## src/rtl/bp_pkg.sv

```systemverilog
// Shared types and defaults for the two-level local branch predictor.
package bp_pkg;

    localparam int PC_HASH_BITS_DEF   = 3;
    localparam int BHR_BITS_DEF       = 4;
    localparam int PHT_INDEX_BITS_DEF = 7;
    localparam int STAT_W_DEF         = 32;

    typedef enum logic [1:0] {SNT, WNT, WT, ST} sat2_t;

    localparam sat2_t PHT_INIT = WNT;

    // Saturating step of a 2-bit direction counter toward the resolved outcome.
    function automatic sat2_t sat2Next(input sat2_t cur, input logic taken);
        sat2_t nxt;
        nxt = cur;
        case (cur)
            SNT: nxt = taken ? WNT : SNT;
            WNT: nxt = taken ? WT  : SNT;
            WT:  nxt = taken ? ST  : WNT;
            ST:  nxt = taken ? ST  : WT;
            default: nxt = PHT_INIT;
        endcase
        return nxt;
    endfunction

endpackage

```

## src/rtl/branch_predictor_if.sv

```systemverilog
// Fetch-side prediction and M-side training signals between pipeline and predictor.
interface branch_predictor_if
    import bp_pkg::*;
#(
    parameter int PC_HASH_BITS   = PC_HASH_BITS_DEF,
    parameter int PHT_INDEX_BITS = PHT_INDEX_BITS_DEF
);

    logic [31:0]               pcF;
    logic                      predict_takeF;
    logic [PC_HASH_BITS-1:0]   pc_hashingF;
    logic [PHT_INDEX_BITS-1:0] PHT_indexF;

    logic                      branchM;
    logic                      actually_takenM;
    logic [PC_HASH_BITS-1:0]   pc_hashingM;
    logic [PHT_INDEX_BITS-1:0] PHT_indexM;
    logic                      predict_resultM;

    modport master (
        output pcF, branchM, actually_takenM, pc_hashingM, PHT_indexM, predict_resultM,
        input  predict_takeF, pc_hashingF, PHT_indexF
    );

    modport slave (
        input  pcF, branchM, actually_takenM, pc_hashingM, PHT_indexM, predict_resultM,
        output predict_takeF, pc_hashingF, PHT_indexF
    );

endinterface

```

## src/rtl/bp_pht.sv

```systemverilog
// Pattern history table: 2-bit saturating counters, async read, clocked update.
module bp_pht
    import bp_pkg::*;
#(
    parameter int IDX_W = PHT_INDEX_BITS_DEF
) (
    input  logic             clk,
    input  logic             rst,
    input  logic [IDX_W-1:0] raddr,
    output sat2_t            rdata,
    input  logic             we,
    input  logic [IDX_W-1:0] waddr,
    input  logic             taken
);

    localparam int DEPTH = 2 ** IDX_W;

    sat2_t pht_q [DEPTH];
    sat2_t pht_d;

    // Read is combinational so a same-cycle write is not visible until the next cycle.
    assign rdata = pht_q[raddr];
    assign pht_d = sat2Next(pht_q[waddr], taken);

    always_ff @(posedge clk or negedge rst) begin
        if (!rst) begin
            for (int i = 0; i < DEPTH; i++) begin
                pht_q[i] <= PHT_INIT;
            end
        end else if (we) begin
            pht_q[waddr] <= pht_d;
        end
    end

endmodule

```

## src/rtl/branch_predictor.sv

```systemverilog
// Two-level local branch predictor: inline per-PC history table feeding bp_pht.
// Optional retired/mispredict counters are built when BP_STATS_EN is defined.
module branch_predictor
    import bp_pkg::*;
#(
    parameter int PC_HASH_BITS   = PC_HASH_BITS_DEF,
    parameter int BHR_BITS       = BHR_BITS_DEF,
    parameter int PHT_INDEX_BITS = PHT_INDEX_BITS_DEF,
    parameter int STAT_W         = STAT_W_DEF
) (
    input  logic              clk,
    input  logic              rst,
    branch_predictor_if.slave bp
`ifdef BP_STATS_EN
    ,
    output logic [STAT_W-1:0] branch_cntS,
    output logic [STAT_W-1:0] mispredict_cntS
`endif
);

    localparam int BHT_DEPTH = 2 ** PC_HASH_BITS;

    if (PHT_INDEX_BITS != BHR_BITS + PC_HASH_BITS) begin : gIndexCheck
        $error("branch_predictor: PHT_INDEX_BITS must equal BHR_BITS + PC_HASH_BITS");
    end

    logic                      armed_q;
    logic                      updEn;
    logic [BHR_BITS-1:0]       bht_q [BHT_DEPTH];
    logic [BHR_BITS-1:0]       bht_d;
    logic [PC_HASH_BITS-1:0]   hashF;
    sat2_t                     phtRd;

    // armed_q stays low through the first edge after reset release, so an
    // update presented on that edge is dropped.
    always_ff @(posedge clk or negedge rst) begin
        if (!rst) begin
            armed_q <= 1'b0;
        end else begin
            armed_q <= 1'b1;
        end
    end

    assign updEn = bp.branchM && armed_q;

    assign hashF            = bp.pcF[PC_HASH_BITS+1:2];
    assign bp.pc_hashingF   = hashF;
    assign bp.PHT_indexF    = {bht_q[hashF], hashF};
    assign bp.predict_takeF = phtRd[1];

    // Training uses the indices captured at fetch, never a fresh BHT lookup.
    assign bht_d = {bht_q[bp.pc_hashingM][BHR_BITS-2:0], bp.actually_takenM};

    always_ff @(posedge clk or negedge rst) begin
        if (!rst) begin
            for (int i = 0; i < BHT_DEPTH; i++) begin
                bht_q[i] <= '0;
            end
        end else if (updEn) begin
            bht_q[bp.pc_hashingM] <= bht_d;
        end
    end

    bp_pht #(
        .IDX_W (PHT_INDEX_BITS)
    ) uPht (
        .clk   (clk),
        .rst   (rst),
        .raddr (bp.PHT_indexF),
        .rdata (phtRd),
        .we    (updEn),
        .waddr (bp.PHT_indexM),
        .taken (bp.actually_takenM)
    );

`ifdef BP_STATS_EN
    logic [STAT_W-1:0] branch_cnt_q;
    logic [STAT_W-1:0] mispredict_cnt_q;

    always_ff @(posedge clk or negedge rst) begin
        if (!rst) begin
            branch_cnt_q     <= '0;
            mispredict_cnt_q <= '0;
        end else if (updEn) begin
            branch_cnt_q <= branch_cnt_q + 1'b1;
            if (!bp.predict_resultM) begin
                mispredict_cnt_q <= mispredict_cnt_q + 1'b1;
            end
        end
    end

    assign branch_cntS     = branch_cnt_q;
    assign mispredict_cntS = mispredict_cnt_q;

    logic unused_pc;
    assign unused_pc = ^{bp.pcF[31:PC_HASH_BITS+2], bp.pcF[1:0]};
`else
    localparam int unused_statW = STAT_W;

    logic unused_sig;
    assign unused_sig = ^{bp.pcF[31:PC_HASH_BITS+2], bp.pcF[1:0], bp.predict_resultM};
`endif

endmodule

```

## src/flat_wrapper.sv

```systemverilog
// flat-port wrapper written by rule: the top's interface ports become plain ports
module branch_predictor_flat import bp_pkg::*;
#(
    parameter int PC_HASH_BITS   = PC_HASH_BITS_DEF,
    parameter int BHR_BITS       = BHR_BITS_DEF,
    parameter int PHT_INDEX_BITS = PHT_INDEX_BITS_DEF,
    parameter int STAT_W         = STAT_W_DEF
)
  (clk, rst, bp_pcF, bp_branchM, bp_actually_takenM, bp_pc_hashingM, bp_PHT_indexM, bp_predict_resultM, bp_predict_takeF, bp_pc_hashingF, bp_PHT_indexF);
  branch_predictor_if #(.PC_HASH_BITS(PC_HASH_BITS), .PHT_INDEX_BITS(PHT_INDEX_BITS)) bp_i ();
  input  logic clk;
  input  logic rst;
  input wire logic [$bits(bp_i.pcF)-1:0] bp_pcF;
  input wire logic [$bits(bp_i.branchM)-1:0] bp_branchM;
  input wire logic [$bits(bp_i.actually_takenM)-1:0] bp_actually_takenM;
  input wire logic [$bits(bp_i.pc_hashingM)-1:0] bp_pc_hashingM;
  input wire logic [$bits(bp_i.PHT_indexM)-1:0] bp_PHT_indexM;
  input wire logic [$bits(bp_i.predict_resultM)-1:0] bp_predict_resultM;
  output wire logic [$bits(bp_i.predict_takeF)-1:0] bp_predict_takeF;
  output wire logic [$bits(bp_i.pc_hashingF)-1:0] bp_pc_hashingF;
  output wire logic [$bits(bp_i.PHT_indexF)-1:0] bp_PHT_indexF;
  assign bp_i.pcF = bp_pcF;
  assign bp_i.branchM = bp_branchM;
  assign bp_i.actually_takenM = bp_actually_takenM;
  assign bp_i.pc_hashingM = bp_pc_hashingM;
  assign bp_i.PHT_indexM = bp_PHT_indexM;
  assign bp_i.predict_resultM = bp_predict_resultM;
  assign bp_predict_takeF = bp_i.predict_takeF;
  assign bp_pc_hashingF = bp_i.pc_hashingF;
  assign bp_PHT_indexF = bp_i.PHT_indexF;
  branch_predictor #(.PC_HASH_BITS(PC_HASH_BITS), .BHR_BITS(BHR_BITS), .PHT_INDEX_BITS(PHT_INDEX_BITS), .STAT_W(STAT_W)) u_core (.clk(clk), .rst(rst), .bp(bp_i));
endmodule
```

## config.mk

```make
export PLATFORM = sky130hd
export DESIGN_NAME = branch_predictor_flat
export DESIGN_NICKNAME = d
export VERILOG_FILES = /design/src/rtl/bp_pkg.sv /design/src/rtl/branch_predictor_if.sv /design/src/rtl/bp_pht.sv /design/src/rtl/branch_predictor.sv /design/src/flat_wrapper.sv
export SDC_FILE = /design/constraint.sdc
export NUM_CORES = 1
export LEC_CHECK = 0
export CAP_MARGIN = 20
export CORE_MARGIN = 3
export CORE_UTILIZATION = 50
export CTS_BUF_LIST = sky130_fd_sc_hd__clkbuf_16
export DETAILED_ROUTE_END_ITERATION = 8
export HOLD_SLACK_MARGIN = 0.12
export PLACE_DENSITY = 0.66
export SLEW_MARGIN = 0
export SYNTH_ARGS = -nofsm -noshare
export SYNTH_HDL_FRONTEND = slang
export SYNTH_SLANG_ARGS = --single-unit
```

## constraint.sdc

```tcl
create_clock -name clk -period 5.4 [get_ports clk]
set_clock_uncertainty 0.1 [all_clocks]
set_input_delay 0.81 -clock clk [delete_from_list [all_inputs] [get_ports clk]]
set_output_delay 0.81 -clock clk [all_outputs]
set_load 0.01 [all_outputs]
```

# After elaboration in Yosys (flattened, before gate mapping)
# Cells that the tools add are included.
totals:
  in_bits: 47
  register_bits: 289
  word_cells: 177
  output_inout_bits: 11
classes:
  magnitude_cmp: 6
  eq_ne: 3
  bitwise_logic: 4
  n_reduce_logical: 4
  n_mux: 23
ops:
  columns: ["operator", "n"]
  rows:
  - ["bitwise mux 256 bit", 1]
  - ["bitwise mux 32 bit", 1]
  - ["binary-select mux 2 bit (select 7 bit)", 2]
  - ["binary-select mux 4 bit (select 3 bit)", 2]
  - ["greater-or-equal comparator 8 bit, second input constant", 2]
  - ["NOT 7 -> 8 bit", 2]
  - ["demux 2 bit (select 7 bit)", 1]
  - ["2-to-1 mux 2 bit", 7]
  - ["demux 4 bit (select 3 bit)", 1]
  - ["2-to-1 mux 4 bit", 3]
  - ["greater-or-equal comparator 4 bit, second input constant", 2]
  - ["< comparator 8 x 1 -> 1 bit, second input constant", 1]
  - ["NOT 3 -> 4 bit", 2]
  - ["case mux 2 bit (4 select lines)", 1]
  - ["2-to-1 mux 3 bit", 2]
  - ["equality test 2 bit, second input constant", 2]
  - ["< comparator 4 x 1 -> 1 bit, second input constant", 1]
  - ["logical AND 1 bit", 3]
  - ["equality test 2 x 1 -> 1 bit, second input constant", 1]
  - ["zero test 2 bit", 1]
  - ["2-to-1 mux 1 bit", 2]

# Depth between registers and ports, before layout
# Gate-level depths: netlist (run 1).
logic_depth:
  word_depth: 8
  depth_mapped: 14
  ltp_nobuf: 8

# Hierarchy
# A second synthesis (run 1) with hierarchy kept.
hier_totals:
  cells_unflattened: 1532
  area_unflattened_um2: 16510.8
modules_own_cells:
  columns: ["module", "instances", "area_each_um2", "cells_each", "seq_area_each_um2"]
  rows:
  - ["bp_pht", 1, 14844.2, 1423, 6566.3]
  - ["branch_predictor", 1, 1666.6, 109, 825.8]

# Worst setup path before layout (run 1)
# OpenSTA, ideal clock, no wires.
synth_path:
  path_kind: "input -> output"
  from: "in bp_pcF[2]"
  to: "out bp_predict_takeF"
  slack_ns: 0.791
  arrival_ns: 3.699
  path_buffers: 3
  required_ns: 4.490
  cell_stages: 8
  cell_sequence: "clkbuf_1 buf_1 buf_1 mux4_2 mux4_2 mux4_2 nand2_1 nand2_1"
synth_via:
  elab_chain_len: 8
synth_rtl:
  columns: ["element", "line", "text"]
  rows:
  - ["from (decl)", "flat_wrapper.sv:13", "input wire logic [$bits(bp_i.pcF)-1:0] bp_pcF;"]
  - ["NOT 3 -> 4 bit (not written as such)", "branch_predictor.sv:48", "assign bp.PHT_indexF = {bht_q[hashF], hashF};"]
  - ["binary-select mux 4 bit (select 3 bit)", "branch_predictor.sv:48", null]
  - ["2-to-1 mux 4 bit (not written as such) (2 in a row)", "branch_predictor.sv:48", null]
  - ["NOT 7 -> 8 bit (not written as such) *", "bp_pht.sv:22", "assign rdata = pht_q[raddr];"]
  - ["binary-select mux 2 bit (select 7 bit) *", "bp_pht.sv:22", null]
  - ["2-to-1 mux 2 bit (not written as such) * (2 in a row)", "bp_pht.sv:22", null]
  - ["to (decl)", "flat_wrapper.sv:19", "output wire logic [$bits(bp_i.predict_takeF)-1:0] bp_predict_takeF;"]
# Every way passes the cells marked *; elsewhere a longest branch is shown, timed or not. The select of a mux whose other input is x is not followed.

# Worst setup path after layout (run 1)
# Ends and elaborated chain as after synthesis.

==> reports/results.tsv, run 1 <==
stage	metric	value	unit
clocking	root_buffer	clkbuf_16	
logic_synthesis	synth_area	0.0155	mm²
floorplanning	dieArea	0.0332	mm²
final_layout	nets	1609	
sta	tns	0	ns
setup_path	critPathLaunchType	input pin	
clocking	clock_latency	0.52	ns
outcome	outcome	finished clean	
setup_path	rrSetupSlack	1.67	ns
sta	worst_pin_slew	1.04	ns
logic_synthesis	syn_area_per_cell	9.87	µm²
detailed_routing	drtPass1Iterations	6	
grt	track_usage	0.285	
placed_design	io_buffers	27	
clocking	cts.clk_slew.worst_paths	0.05	ns
logic_synthesis	synth_seq_area_share	0.477	
clocking	cts_max_level	2	
setup_path	end_kind	output pin	
final_layout	seq_area	0.00739	mm²
final_layout	fillers	2558	
setup_path	worstReg2RegEnd	u_core.uPht.pht_q[45]	
sta	setup_viol	0	
final_layout	n_antenna_cell	0	
logic_synthesis	ys.flop_type	dfrtp_1	
setup_path	worstSetupPathType	in2out	
logic_synthesis	yosysWarnings	0	
power	power.switching	1.50	mW
clocking	cts_setup_buffers	0	
sta	hold_viol	0	
setup_path	cp.depth	9	
clocking	cts_buffers	34	
setup_path	reg2reg_depth	9	
setup_path	slowest_delay	0.52	ns
setup_path	path_max_fanout	15	
setup_path	slowest_stage	mux4_2	
power	clkPwrFrac	0.415	
grt	gr-total-overflow	0	
placed_design	hpwl	30.7	mm
detailed_routing	drcViolationCount	0	
final_layout	syn2layout_area_growth	12.7	%
power	power.leakage	6.82	nW
final_layout	multiInputGateArea	0.00744	mm²
sta	slew_viol_final	0	
floorplanning	start_util	0.515	
detailed_routing	vias	12800	
final_layout	fin_util	0.580	
grt	grt_max_degree	113	
logic_synthesis	synth_edf_count	0	
setup_path	cpLargestDelayFamily	buffers and inverters	
clocking	cts_buffer_depth	3	
setup_path	timing.rr.start	u_core.uPht.pht_q[145]	
hold_path	min_path_type	in2async	
floorplanning	rows	63	
setup_path	worstSetupStartpoint	bp_pcF[2]	
detailed_routing	wl	47.5	mm
sta	fin_crit	4.53	ns
power	internal_power	4.13	mW
grt	antenna_found_initial	0	
detailed_routing	wl_per_cell	24.0	µm
detailed_routing	via_per_inst	6.46	
floorplanning	die_w	182	µm
sta	slew_headroom	0.303	
placed_design	gp_congestion	0.920	
power	pwr-share-comb	0.142	
clocking	cts.sinks	289	
clocking	cts_resized	0	
logic_synthesis	ys_ff_latch	289	
power	pwr_density_cell	322	mW/mm²
clocking	ctsHoldBuffers	0	
sta	rsz0062_at_grt	false	
final_layout	layout-drive-gt1-share	0.253	
logic_synthesis	synth_nets	1618	
power	ir_drop	0.252	mV
setup_path	worstPathBufferInverterCount	4	
logic_synthesis	synth_cell_types	60	
detailed_routing	final_antenna_net_count	0	
floorplanning	floorplan.die.height	182	µm
grt	grt_pass1_wl	74.0	mm
power	p_seq_frac	0.442	
setup_path	cp.required	4.49	ns
setup_path	path_cells	buf_2 -> buf_4 -> buf_4 -> mux4_2 -> mux4_2 -> a211oi_1 -> a311o_1 -> nand2_1 -> clkdlybuf4s50_1	
setup_path	endpoint	bp_predict_takeF	
grt	grt_pass1_vias	12500	
floorplanning	io_pins	58	
detailed_routing	first_iter_violations	1785	
sta	finalCritPeriodShare	0.839	
floorplanning	design.core.area	0.0301	mm²
logic_synthesis	synthArstFlopShare	1.00	
logic_synthesis	syn_inst	1571	
setup_path	cp.arrival	3.62	ns
sta	max_freq	0.221	GHz
clocking	cts_tree	built	
run	cap_violations	0	
power	swShare	0.266	
-- synth_stat cells, types with 3 or more instances --
library cell    n  area, µm²
nor2b_1        11       68.8
a22oi_1        19        143
nor3b_1         3       22.5
clkbuf_1       94        353
a21oi_1       151        756
a31oi_1        52        325
nand2b_1        8       50.1
or3_1           3       18.8
a22o_1          6       52.6
nor3_1         15       75.1
buf_2          32        160
or2_2           4       25.0
a21bo_2         4       40.0
o22ai_1         8       50.1
or4_1           3       22.5
nand3b_1        8       60.1
o31ai_1        54        405
a221oi_1       17        149
mux2_2         53        597
o21ai_0       144        721
nand2_1       201        754
dfrtp_1       161       4030
a222oi_1        6       60.1
o211ai_1        3       22.5
a211oi_1        3       22.5
dfstp_2       128       3360
mux4_2         70       1580
nand3_1        14       70.1
a311oi_1        5       43.8
mux2i_1        21        210
nor2_1        193        724
a221o_1         4       40.0
and3_1          5       31.3
and2_1          7       43.8
inv_1          10       37.5
buf_4           9       67.6
buf_1          11       41.3
buf_6           4       45.0
-- registers in the layout (all words and copies together), names as in the netlist --
| signal | flops |
|---|---|
| u_core.armed_q | 1 |
| u_core.bht_q | 32 |
| u_core.uPht.pht_q | 256 |
-- kinds of logic (layout without fill, tap and decap cells) --
kind of cell	after synthesis	after routing	share of synthesized area
compound gates	491	491	0.191
simple gates	483	483	0.131
flops	289	289	0.477
buf+inv	161	178	0.0457
mux	144	144	0.154
fa+ha+maj	2	2	0.00137
other cells	1	1	0.000242
-- cell type report --
| class | count | share of cell area |
|---|---|---|
| multi-input combinational | 1121 | 0.426 |
| inverter | 11 | 0.00236 |
| sequential | 289 | 0.423 |
| tap | 390 | 0.0279 |
| timing repair buffer | 105 | 0.0561 |
| clock inverter | 25 | 0.0118 |
| clock buffer | 37 | 0.0530 |
-- layout by cell type (no fill, tap or decap), drive strengths merged, types with 11 or more instances in the layout --
| cell | instances |
|---|---|
| buf | 83 |
| a31oi | 52 |
| nand2 | 201 |
| clkbuf | 38 |
| nor3 | 15 |
| nor2 | 193 |
| dfstp | 128 |
| clkinv | 12 |
| nor2b | 11 |
| nand3 | 14 |
| o31ai | 54 |
| mux2 | 53 |
| inv | 20 |
| a21oi | 151 |
| a22oi | 19 |
| mux2i | 21 |
| clkdlybuf4s50 | 21 |
| dfrtp | 161 |
| a221oi | 17 |
| o21ai | 144 |
| mux4 | 70 |
-- worst min path at each step --
stage / start / endpoint / slack, ns / cells past startpoint
floorplan: u_core.uPht.pht_q[19] / u_core.uPht.pht_q[19] / 0.36 / 2
global placement: u_core.uPht.pht_q[111] / u_core.uPht.pht_q[111] / 0.37 / 2
detailed placement: u_core.uPht.pht_q[149] / u_core.uPht.pht_q[149] / 0.39 / 2
CTS: rst / u_core.bht_q[13] / 0.30 / 1
global route: rst / u_core.bht_q[13] / 0.24 / 1
finish: rst / u_core.bht_q[13] / 0.19 / 1
-- power by group through the flow --
stage	clock (mW)	combinational [mW]	sequential (mW)
2_1_floorplan	0	0.516	2.48
3_3_place_gp	0	0.777	2.51
3_5_place_dp	0	0.791	2.52
4_1_cts	2.37	0.793	2.49
5_1_grt	2.47	0.862	2.51
6_report	2.34	0.801	2.49
-- metal layers --
layer	global-route usage	share of wire
met1	0.407	0.43
met2	0.438	0.45
met4	0.0932	0.034
met3	0.0604	0.089
met5	0	0
-- stage by stage --
step	worst slack (ns)	hold WS, ns	cell area, µm²	total power [mW]	cells
after detailed placement	0.488	0.388	16300	3.31	1914
after floorplan	0.791	0.358	15500	3.00	1571
final	0.868	0.192	17500	5.63	1978
after global placement	0.587	0.374	16300	3.29	1914
after CTS	0.855	0.301	17500	5.65	1976
after global routing	0.660	0.242	17500	5.84	1978
Note: power is estimated with default switching activity, not from simulation.
==> run 2: changes to the inputs <==
clock period = 4.5 ns   (was 5.4 ns; I/O delays follow)
==> reports/results.tsv, run 2 (same netlist as run 1, synthesis figures left out) <==
stage	metric	value	unit	change
outcome	outcome	finished clean		
setup_path	worstSetupPathType	in2out		
floorplanning	die_w	182	µm	unchanged
clocking	cts.sinks	289		unchanged
sta	max_freq	0.237	GHz	
floorplanning	floorplan.die.height	182	µm	unchanged
final_layout	layout_common_cells	nand2_1 (201), nor2_1 (191), dfrtp_1 (161)		
placed_design	hpwl	31.3	mm	+1.8%
floorplanning	dieArea	0.0332	mm²	unchanged
clocking	cts_buffer_depth	3		unchanged
grt	gr-total-overflow	0		unchanged
detailed_routing	drcViolationCount	0		unchanged
sta	finalCritPeriodShare	0.938		
detailed_routing	drtPass1Iterations	6		unchanged
clocking	cts_resized	0		unchanged
sta	tns	0	ns	unchanged
final_layout	nets	1623		+0.87%
final_layout	mostFrequentLayoutCell	nand2_1		
detailed_routing	vias	12800		+0.49%
power	power.leakage	6.89	nW	+1.0%
power	ir_drop	0.264	mV	+4.9%
grt	grt_max_degree	117		+3.5%
detailed_routing	via_per_inst	6.45		-0.21%
grt	antenna_found_initial	2		+2
setup_path	critPathLaunchType	input pin		
sta	fin_crit	4.22	ns	
power	finalPower	6.57	mW	+17%
floorplanning	start_util	0.515		unchanged
detailed_routing	wl_per_cell	23.9	µm	-0.44%
sta	slew_viol_final	0		unchanged
setup_path	crit_path_frequent_cell	mux4_2		
sta	rsz0062_at_grt	false		
setup_path	path_max_fanout	21		+6
floorplanning	io_pins	58		unchanged
setup_path	end_kind	output pin		
final_layout	syn2layout_area_growth	13.4	%	
clocking	cts_max_level	2		unchanged
clocking	root_buffer	clkbuf_16		
clocking	ctsHoldBuffers	0		unchanged
clocking	cts_tree	built		
final_layout	top_regs	u_core.uPht.pht_q x256, u_core.bht_q x32, u_core.armed_q x1		
final_layout	final-instance-count-excl-fill	1992		+0.71%
placed_design	dpl_cell_area	0.0165	mm²	+1.3%
hold_path	min_path_type	in2async		
floorplanning	design.core.area	0.0301	mm²	unchanged
grt	track_usage	0.286		+0.00160
setup_path	cp.required	3.72	ns	-0.77 ns
clocking	cts.clk_slew.worst_paths	0.06	ns	about the same
final_layout	largest_register	u_core.uPht.pht_q		
final_layout	layout-drive-gt1-share	0.257		+0.00482
sta	slew_headroom	0.298		-0.00569
placed_design	preCtsSetupSlack	0.135	ns	-0.353 ns
floorplanning	rows	63		unchanged
detailed_routing	final_antenna_net_count	0		unchanged
detailed_routing	first_iter_violations	1418		-21%
clocking	cts_buffers	34		unchanged
setup_path	slowest_delay	0.57	ns	+0.05 ns
run	cap_violations	0		unchanged
placed_design	io_buffers	27		unchanged
detailed_routing	wl	47.6	mm	+0.27%
clocking	clock_latency	0.51	ns	about the same
placed_design	gp_congestion	0.921		+0.14%
sta	setup_viol	0		unchanged
placed_design	dpl.cell_count	1930		+0.84%
clocking	cts_setup_buffers	0		unchanged
setup_path	path_cells	buf_2 -> buf_12 -> mux4_2 -> mux4_2 -> mux4_2 -> nand2_1 -> nand2_1 -> clkdlybuf4s50_1		
grt	grt_pass1_wl	74.5	mm	+0.63%
final_layout	largest_register_ffs	256		unchanged
sta	postLayoutSetupSlackWorst	0.280	ns	-0.588 ns
setup_path	slowest_stage	mux4_2		
sta	hold_viol	0		unchanged
setup_path	cp.arrival	3.44	ns	-0.18 ns
power	pwr_density_cell	374	mW/mm²	+16%
final_layout	fin_area	0.0176	mm²	+0.62%
grt	grt_pass1_vias	12600		+1.0%
sta	worst_pin_slew	1.05	ns	+0.00851 ns
-- run 2: cell types whose count changed in the layout (fill, tap and decap cells not counted), sizes merged --
cell	delta
inv	+4
clkinv	-2
bufinv	-4
buf	+15
diode	+1
-- run 2: final timing paths --
| kind | start | endpoint | slack (ns) | cells past startpoint |
|---|---|---|---|---|
| max in group asynchronous | rst | u_core.uPht.pht_q[76] | 3.08 | 2 |
| max | bp_pcF[2] | bp_predict_takeF | 0.28 | 8 |
| max reg2reg | u_core.uPht.pht_q[204] | u_core.uPht.pht_q[92] | 1.02 | 9 |
| min in group clk | u_core.uPht.pht_q[111] | u_core.uPht.pht_q[111] | 0.39 | 2 |
| min | rst | u_core.bht_q[21] | 0.11 | 1 |
| min reg2reg | u_core.uPht.pht_q[111] | u_core.uPht.pht_q[111] | 0.39 | 2 |
-- run 2: where the power goes --
part	internal (mW)	switching, mW	total (mW)
combinational	0.415	0.569	0.985
sequential	2.86	0.128	2.99
clock	1.51	1.09	2.60
total	4.79	1.79	6.57
-- run 2: worst max-delay path: cells and delay by family --
family        cells  cell delay (ns)
simple gates      2             0.16
mux               3             1.61
buf+inv           3             0.96
-- run 2: cell type report --
| class | count | area [µm²] |
|---|---|---|
| Timing Repair Buffer | 119 | 1170 |
| Clock buffer | 38 | 951 |
| Antenna cell | 1 | 2.50 |
| Fill cell | 2538 | 12500 |
| Sequential cell | 289 | 7390 |
| Tap cell | 390 | 488 |
| Clock inverter | 23 | 95.1 |
| Multi-Input combinational cell | 1121 | 7440 |
| Inverter | 11 | 41.3 |
-- run 2: metrics by stage --
stage / util / hold slack (ns)
2_1_floorplan: - / 0.279
3_3_place_gp: 0.548 / 0.375
3_5_place_dp: 0.549 / 0.390
4_1_cts: 0.584 / 0.183
5_1_grt: 0.584 / 0.204
6_report: 0.584 / 0.108
-- run 2: metal layers --
metal	up-vias	GRT usage	wire length, µm
li1	5742	-	-
met1	6356	0.400	19800
met2	626	0.443	21800
met3	121	0.0630	4270
met4	2	0.105	1700
met5	-	0	13
==> run 3: changes to the inputs <==
CORE_UTILIZATION = 30   (was 50)
PLACE_DENSITY = 0.44   (was 0.66)
==> reports/results.tsv, run 3 (same netlist as run 1, synthesis figures left out) <==
stage	metric	value	unit	change
outcome	outcome	finished clean		
floorplanning	floorplan.die.height	233	µm	+28%
placed_design	gp_congestion	0.837		-9.1%
sta	slew_headroom	0.285		-0.0126
final_layout	nets	1648		+1.5%
final_layout	largest_register	u_core.uPht.pht_q		
grt	grt_pass1_wl	81.4	mm	+9.3%
clocking	cts_tree	built		
clocking	clock_latency	0.54	ns	+0.03 ns
final_layout	seq_area	0.00739	mm²	unchanged
setup_path	path_max_fanout	20		-4.8%
final_layout	mostFrequentLayoutCell	nand2_1		
grt	grt_use_met2	0.316		-0.127
clocking	cts.clk_slew.worst_paths	0.05	ns	about the same
setup_path	worstSetupPathType	in2out		
setup_path	cp.required	3.72	ns	about the same
placed_design	dpl.cell_count	2234		+16%
floorplanning	rows	82		+30%
power	ir_drop	0.233	mV	-12%
final_layout	fillers	5074		+100%
placed_design	dpl_cell_area	0.0171	mm²	+3.3%
sta	finalCritPeriodShare	0.923		-0.0150
setup_path	cp.arrival	3.38	ns	-0.06 ns
clocking	cts.sinks	289		unchanged
setup_path	rrSetupSlack	0.97	ns	-0.05 ns
grt	met1_usage	0.281		-0.119
setup_path	path_cells	buf_2 -> buf_12 -> mux4_2 -> mux4_2 -> mux4_2 -> nand2_1 -> nand2_1 -> clkdlybuf4s50_1		
run	cap_violations	0		unchanged
setup_path	worstSetupStartpoint	bp_pcF[2]		
floorplanning	io_pins	58		unchanged
floorplanning	dieArea	0.0544	mm²	+64%
floorplanning	start_util	0.306		-0.208
sta	hold_ws	0.397	ns	+0.289 ns
sta	slew_viol_final	0		unchanged
grt	top_usage_layer	met2		
sta	rsz0062_at_grt	false		
grt	track_usage	0.199		-0.0874
sta	tns	0	ns	unchanged
floorplanning	die_w	233	µm	+28%
detailed_routing	final_antenna_net_count	0		unchanged
hold_path	min_path_cells	2		
detailed_routing	wl	54.2	mm	+14%
grt	gr-total-overflow	0		unchanged
sta	worst_pin_slew	1.07	ns	+0.0188 ns
grt	grt_pass1_vias	12400		-1.7%
grt	grtUsageMet3	0.0263		-0.0366
final_layout	syn2layout_area_growth	17.1	%	
hold_path	worstHoldStart	u_core.uPht.pht_q[35]		
setup_path	worstReg2RegEnd	u_core.uPht.pht_q[71]		
grt	antenna_found_initial	0		-2
hold_path	min_path_type	reg2reg		
power	power.leakage	6.99	nW	+1.5%
clocking	cts_buffers	36		+5.9%
final_layout	largest_register_ffs	256		unchanged
setup_path	critPathLaunchType	input pin		
final_layout	fin_area	0.0182	mm²	+3.3%
setup_path	slowest_stage	mux4_2		
clocking	cts_max_level	2		unchanged
final_layout	n_antenna_cell	0		-1
setup_path	crit_path_frequent_cell	mux4_2		
setup_path	end_kind	output pin		
grt	grt_max_degree	110		-6.0%
placed_design	io_buffers	27		unchanged
setup_path	timing.rr.start	u_core.uPht.pht_q[77]		
final_layout	layout_common_cells	nand2_1 (201), nor2_1 (191), dfrtp_1 (161)		
clocking	root_buffer	clkbuf_16		
power	pwr_density_cell	371	mW/mm²	-0.73%
final_layout	final-instance-count-excl-fill	2293		+15%
detailed_routing	first_iter_violations	1180		-17%
hold_path	min_to	u_core.uPht.pht_q[35]		
final_layout	top_regs	u_core.uPht.pht_q x256, u_core.bht_q x32, u_core.armed_q x1		
detailed_routing	vias	12700		-1.4%
placed_design	hpwl	36.0	mm	+15%
detailed_routing	drcViolationCount	0		unchanged
sta	max_freq	0.241	GHz	+1.6%
clocking	cts_buffer_depth	3		unchanged
sta	setup_viol	0		unchanged
setup_path	slowest_delay	0.59	ns	+0.02 ns
detailed_routing	drtPass1Iterations	5		-1
setup_path	reg2reg_depth	10		+1
sta	hold_viol	0		unchanged
final_layout	multiInputGateArea	0.00745	mm²	+0.13%
detailed_routing	wl_per_cell	23.6	µm	-1.2%
floorplanning	design.core.area	0.0506	mm²	+68%
clocking	cts_resized	0		unchanged
final_layout	layout-drive-gt1-share	0.272		+0.0147
sta	fin_crit	4.15	ns	-0.0674 ns
detailed_routing	via_per_inst	5.52		-14%
run 3: changes by cell type in the layout (fill, tap and decap cells not counted), moves of 2 or more:
cell / previous run / this run
clkinv_2: 5 / 8
buf_4: 74 / 95
inv_1: 22 / 13
buf_12: 18 / 20
clkinv_1: 5 / 7
nor2b_2: 0 / 2
nor2b_1: 11 / 9
run 3: critical path, delay by kind of cell:
family                 cells  cell delay, ns
muxes                      3            1.57
buffers and inverters      3            0.95
and+or+nand+nor            2            0.16
run 3: what timing repair did:
item                      in CTS  in global routing
hold buffers                   1                  0
setup buffers                  0                  0
hold endpoints to repair      40                  0
run 3: report_power, final:
group | internal, mW | switching [mW] | leakage [nW]
sequential | 2.86 | 0.124 | 3.53
clock | 1.57 | 1.16 | 0.541
combinational | 0.433 | 0.589 | 2.93
run 3: per-layer routing:
layer	part of all wire	vias up
met4	0.030	0
met3	0.053	93
met1	0.46	6387
met2	0.46	402
met5	0	-
li1	-	5782
run 3: stage by stage:
step,total power [mW],setup slack (ns),utilization
6_report,6.74,0.348,0.359
4_1_cts,6.83,0.331,0.359
5_1_grt,7.03,0.249,0.359
3_5_place_dp,4.06,0.0832,0.338
3_3_place_gp,4.04,0.0149,0.338
2_1_floorplan,3.60,0.161,-
run 3: layout make-up:
| cell class | instances | area share |
|---|---|---|
| multi-input cells | 1121 | 0.410 |
| well taps | 672 | 0.0463 |
| clock buffers | 38 | 0.0524 |
| repair buffers | 142 | 0.0754 |
| flip-flops and latches | 289 | 0.407 |
| inverters | 11 | 0.00227 |
| clock inverters | 20 | 0.00634 |
run 3: worst max-delay path by stage:
stage	endpoint	slack, ns	depth (start not counted)
2_1_floorplan	bp_predict_takeF	0.16	8
3_3_place_gp	u_core.uPht.pht_q[71]	0.01	12
3_5_place_dp	u_core.uPht.pht_q[71]	0.08	12
4_1_cts	bp_predict_takeF	0.33	8
5_1_grt	bp_predict_takeF	0.25	8
6_report	bp_predict_takeF	0.35	8
